### src/rtl/cpu_data_mem_io.sv
// Data-side memory stage for the single-cycle CPU: word-addressed RAM plus
// memory-mapped LED, switch, cycle counter and down-counting timer. Loads
// return combinationally; stores and counter updates happen on the rising edge.
`timescale 1ns/1ps
module cpu_data_mem_io #(
  parameter int ADDR_WIDTH = 6,
  parameter int SW_WIDTH   = 16
) (
  input  logic                clock,
  input  logic                reset_n,
  input  logic [31:0]         addr,
  input  logic [31:0]         wdata,
  input  logic                we,
  output logic [31:0]         rdata,
  input  logic [SW_WIDTH-1:0] sw,
  output logic [31:0]         led,
  output logic                irq
);

  localparam int DEPTH = 1 << ADDR_WIDTH;

  typedef enum logic [2:0] {
    SEL_LED    = 3'd0,
    SEL_SW     = 3'd1,
    SEL_CYCLE  = 3'd2,
    SEL_TLOAD  = 3'd3,
    SEL_TCOUNT = 3'd4,
    SEL_TCTRL  = 3'd5,
    SEL_RSV6   = 3'd6,
    SEL_RSV7   = 3'd7
  } io_sel_e;

  logic [31:0]           mem_q [DEPTH];
  logic [31:0]           led_q, led_d;
  logic [31:0]           cycle_q;
  logic [31:0]           tload_q, tload_d;
  logic [31:0]           tcount_q, tcount_d;
  logic                  en_q, en_d;
  logic                  auto_q, auto_d;
  logic                  exp_q, exp_d;
  logic                  ien_q, ien_d;

  logic                  io_sel;
  io_sel_e               reg_sel;
  logic [ADDR_WIDTH-1:0] word_idx;
  logic                  ram_we, io_we;
  logic                  wr_led, wr_tload, wr_tctrl;
  logic                  expire;
  logic                  unused_addr;

  // Address decode: bit 31 splits RAM from I/O; byte offset and the bits
  // between the decoded fields are don't-care, so both regions alias.
  assign io_sel      = addr[31];
  assign reg_sel     = io_sel_e'(addr[4:2]);
  assign word_idx    = addr[ADDR_WIDTH+1:2];
  assign unused_addr = ^addr;

  assign ram_we   = we & ~io_sel;
  assign io_we    = we & io_sel;
  assign wr_led   = io_we & (reg_sel == SEL_LED);
  assign wr_tload = io_we & (reg_sel == SEL_TLOAD);
  assign wr_tctrl = io_we & (reg_sel == SEL_TCTRL);

  assign led = led_q;
  assign irq = exp_q & ien_q;

  // Zero-latency load mux from the current address and register state
  always_comb begin
    rdata = 32'd0;
    if (!io_sel) begin
      rdata = mem_q[word_idx];
    end else begin
      case (reg_sel)
        SEL_LED:    rdata = led_q;
        SEL_SW:     rdata = 32'(sw);
        SEL_CYCLE:  rdata = cycle_q;
        SEL_TLOAD:  rdata = tload_q;
        SEL_TCOUNT: rdata = tcount_q;
        SEL_TCTRL:  rdata = {28'd0, ien_q, exp_q, auto_q, en_q};
        default:    rdata = 32'd0;
      endcase
    end
  end

  // Next-state for LED, control bits and timer; a TLOAD write beats the
  // decrement and suppresses expiry, and an expiry beats a W1C clear of EXP
  always_comb begin
    led_d    = led_q;
    tload_d  = tload_q;
    tcount_d = tcount_q;
    en_d     = en_q;
    auto_d   = auto_q;
    ien_d    = ien_q;
    exp_d    = exp_q;
    expire   = 1'b0;

    if (wr_led) led_d = wdata;

    if (wr_tctrl) begin
      en_d   = wdata[0];
      auto_d = wdata[1];
      ien_d  = wdata[3];
      if (wdata[2]) exp_d = 1'b0;
    end

    if (wr_tload) begin
      tload_d  = wdata;
      tcount_d = wdata;
    end else if (en_q) begin
      if (tcount_q > 32'd1) begin
        tcount_d = tcount_q - 32'd1;
      end else if (tcount_q == 32'd1) begin
        expire   = 1'b1;
        tcount_d = auto_q ? tload_q : 32'd0;
      end
    end

    if (expire) exp_d = 1'b1;
  end

  // Register state with asynchronous clear; the cycle counter runs every edge
  always_ff @(posedge clock or negedge reset_n) begin
    if (!reset_n) begin
      led_q    <= 32'd0;
      cycle_q  <= 32'd0;
      tload_q  <= 32'd0;
      tcount_q <= 32'd0;
      en_q     <= 1'b0;
      auto_q   <= 1'b0;
      exp_q    <= 1'b0;
      ien_q    <= 1'b0;
    end else begin
      led_q    <= led_d;
      cycle_q  <= cycle_q + 32'd1;
      tload_q  <= tload_d;
      tcount_q <= tcount_d;
      en_q     <= en_d;
      auto_q   <= auto_d;
      exp_q    <= exp_d;
      ien_q    <= ien_d;
    end
  end

  // Data RAM store; contents survive reset
  always_ff @(posedge clock) begin
    if (ram_we) mem_q[word_idx] <= wdata;
  end

endmodule

### config.mk
export PLATFORM = sky130hd
export DESIGN_NAME = cpu_data_mem_io
export DESIGN_NICKNAME = d
export VERILOG_FILES = /design/src/rtl/cpu_data_mem_io.sv
export SDC_FILE = /design/constraint.sdc
export NUM_CORES = 2
export LEC_CHECK = 0
export ABC_AREA = 1
export CAP_MARGIN = 10
export CORE_ASPECT_RATIO = 1.5
export CORE_MARGIN = 1.5
export CORE_UTILIZATION = 40
export DETAILED_ROUTE_END_ITERATION = 12
export HOLD_SLACK_MARGIN = 0.12
export SETUP_SLACK_MARGIN = 0.02
export SLEW_MARGIN = 20
export SYNTH_ARGS = -nofsm -noshare
export SYNTH_HDL_FRONTEND = slang
export SYNTH_SLANG_ARGS = --single-unit
export TNS_END_PERCENT = 10
### constraint.sdc
create_clock -name clock -period 2 [get_ports clock]
set_input_delay 0.2 -clock clock [delete_from_list [all_inputs] [get_ports clock]]
set_output_delay 0.2 -clock clock [all_outputs]
set_load 0.02 [all_outputs]
==> impl_metrics.json <==
{
  "drive_gt1_share_pct": 19.3,
  "outcome": "complete, but fails checks",
  "fin_crit_sh_pct": 144,
  "rsz0062_at_grt": "true",
  "final_max_slew_viol_count": 0,
  "firstDrtPassIters": 6,
  "die_y_um": 578,
  "syn-num-nets": 7616,
  "final_common_cell": "nand2_1",
  "portBuffers": 122,
  "root_buffer": "clkbuf_16",
  "period_minus_slack_ns": 2.87,
  "cts_buffers": 199,
  "clk_latency_ns": 0.88,
  "antenna_found_initial": 16,
  "hold_path.class": "primary input to register",
  "path_clk_slew_ns": 0.06,
  "syn_area_per_cell_um2": 11.7,
  "crit_arrival_ns": 2.67,
  "placed_cells": 11020,
  "crit_path_start_kind": "register",
  "top_layer": "met5",
  "ys_warn_count": 0,
  "n_fill_cell": 18992,
  "fin_area_mm2": 0.109,
  "cellLeakagePower_nw": 41.0,
  "core_area_mm2": 0.220,
  "rows": 211,
  "initialDrtViolationCount": 7173,
  "setup_viol": 40,
  "met1_length_um": 111000,
  "cp.required_ns": 1.80,
  "cp_max_fo": 1,
  "synth-edff-count": 2048,
  "grt_pass1_wl_um": 445000,
  "wire_per_inst_um": 27.5,
  "gp_congestion": 0.948,
  "grt_pass1_vias": 61662,
  "pin_count": 148,
  "relSlewSlack_pct": 44.8,
  "synth-async-reset-ratio_pct": 6.06,
  "cts_max_level": 4,
  "cts_max_path_buffers": 4,
  "finalClockSkew_ns": 0.0257,
  "fmaxAchievable_mhz": 348,
  "irDropWorstVdd_v": 0.000776,
  "fin_ws_ns": -0.873,
  "violations": "negative setup slack",
  "fin_cells": 11400,
  "dp_hpwl_um": 211000,
  "die_w_um": 387,
  "ff_latch_area_mm2": 0.0648,
  "final_cell_mix": "nand2_1, edfxtp_1, buf_4",
  "synthesis.area_mm2": 0.0883,
  "syn_inst": 7530,
  "worstSetupPathType": "register to output port",
  "post-route-drc-count": 0,
  "post_dp_cell_area_mm2": 0.101,
  "grt.overflow.total": 0,
  "worst_pin_slew_ns": 0.829,
  "synth-main-ff-cell": "edfxtp_1",
  "dr_wl_met2_um": 157000,
  "p_per_area_mw_per_mm2": 924,
  "ys_types": 47,
  "grt_max_degree": 68,
  "cp-end-kind": "output port",
  "start_util_pct": 40.2,
  "area_growth_pct": 23.7,
  "wl_um": 313000,
  "drtAntennaViolNets": 0,
  "route.met3.wl_um": 23500,
  "via_count": 62827,
  "fin_nets": 8457,
  "clock-sinks": 2180,
  "grt_usage_pct": 27.7,
  "tns_ns": -22.30,
  "multi_input_area_mm2": 0.0220,
  "ys_ff_latch": 2180,
  "cts_tree": "yes",
  "ys_seq_area_share_pct": 73.4,
  "dieArea_mm2": 0.224,
  "hold_violations": 0,
  "max-cap-violations": 0,
  "dp_slack_ns": -1.67,
  "avgViaCountPerCell": 5.51
}
[area by class of cell]
cell class | count | area share (%)
clock inverters | 109 | 0.989
well taps | 2875 | 3.29
repair buffers | 1016 | 9.92
diodes | 6 | 0.0137
flip-flops and latches | 2180 | 59.3
inverters | 437 | 1.57
multi-input cells | 4537 | 20.1
clock buffers | 240 | 4.79
[per-layer routing]
layer,vias to the layer above,track usage [%]
li1,27689,-
met1,31137,32.4
met2,3166,48.7
met3,833,3.48
met4,2,16.8
met5,-,0
[path summary, 6_finish.rpt]
check | start | end | slack [ns] | cells after the start
min in group asynchronous | reset_n | led[16]$_DFFE_PN0P_ | 0.52 | 4
max in group asynchronous | reset_n | tcount_q[3]$_DFFE_PN0P_ | 1.13 | 4
min reg2reg | cycle_q[0]$_DFF_PN0_ | cycle_q[0]$_DFF_PN0_ | 0.46 | 1
max reg2reg | tcount_q[23]$_DFFE_PN0P_ | tcount_q[20]$_DFFE_PN0P_ | -0.07 | 13
min | wdata[29] | mem_q[20][29]$_DFFE_PP_ | 0.18 | 2
max | mem_q[37][5]$_DFFE_PP_ | rdata[5] | -0.87 | 11
[state kept, by name, indices dropped and copies added (netlist names)]
signal,flops
en_q,1
cycle_q,32
mem_q,2048
ien_q,1
auto_q,1
tcount_q,32
tload_q,32
led,32
exp_q,1
[cell usage after synthesis, types with 5 or more instances]
| master | count | area share [%] |
|---|---|---|
| inv_2 | 8 | 0.034 |
| o21ai_1 | 23 | 0.13 |
| nor2_1 | 427 | 1.8 |
| mux2_2 | 19 | 0.24 |
| buf_4 | 26 | 0.22 |
| edfxtp_1 | 2048 | 70 |
| o21ai_0 | 74 | 0.42 |
| clkbuf_1 | 61 | 0.26 |
| inv_1 | 425 | 1.8 |
| xnor2_1 | 15 | 0.15 |
| nand4_1 | 340 | 2.4 |
| o2111ai_1 | 26 | 0.26 |
| nand3_1 | 472 | 2.7 |
| nand2_1 | 2632 | 11 |
| nand2_2 | 9 | 0.064 |
| dfrtp_1 | 132 | 3.7 |
| o21bai_1 | 5 | 0.043 |
| o22ai_1 | 8 | 0.057 |
| buf_2 | 249 | 1.4 |
| nor2_4 | 8 | 0.10 |
| xor2_1 | 31 | 0.31 |
| buf_1 | 35 | 0.15 |
| a22oi_1 | 19 | 0.16 |
| a21oi_1 | 353 | 2.0 |
| nor3_1 | 14 | 0.079 |
| nor2_2 | 19 | 0.13 |
| nand3b_1 | 11 | 0.094 |
[logic make-up after synthesis]
family	count (synthesis)	synth area share, %
multiplexers	19	0.242
buffers and inverters	813	3.96
adder cells (fa/ha/maj)	3	0.0425
AND/OR/NAND/NOR	3947	18.7
XOR/XNOR	46	0.456
flip-flops	2180	73.4
AO/OA/AOI/OAI	522	3.20
[timing repair]
action | in CTS | in global routing
hold buffers | 35 | 0
setup buffers | 1 | 0
hold endpoints to repair | 1940 | 0
cloned | 0 | 0
resized for setup | 401 | 145
endpoints found under the setup margin | 129 | 80
pin swaps | 86 | 60
[metrics by stage]
stage                     power [mW]  hold slack, ns  utilization (%)
after floorplan                 56.6         -0.0956                -
after global placement          63.0           0.192             46.1
after detailed placement        63.1           0.186             46.1
after CTS                        101           0.152             49.5
after global routing             103           0.215             49.7
final                            101           0.180             49.7
[where the power goes]
group          switching [mW]  total (mW)  internal (mW)
registers               0.565        51.2           50.6
logic                    7.38        11.5           4.07
clock network            17.0        38.3           21.3
total                    25.0         101           76.0
[critical path, stage by stage, from the launching register on]
cell and delay (ns):
edfxtp_1 0.35, nand2_1 0.08, nand2_2 0.07, nand2_2 0.07, nand4_1 0.29, nand3_1 0.22
nand2_1 0.09, nor2_2 0.11, nand3_2 0.15, nand2_4 0.15, nand2_2 0.07, buf_6 0.14
(Power assumes the default switching activity.)
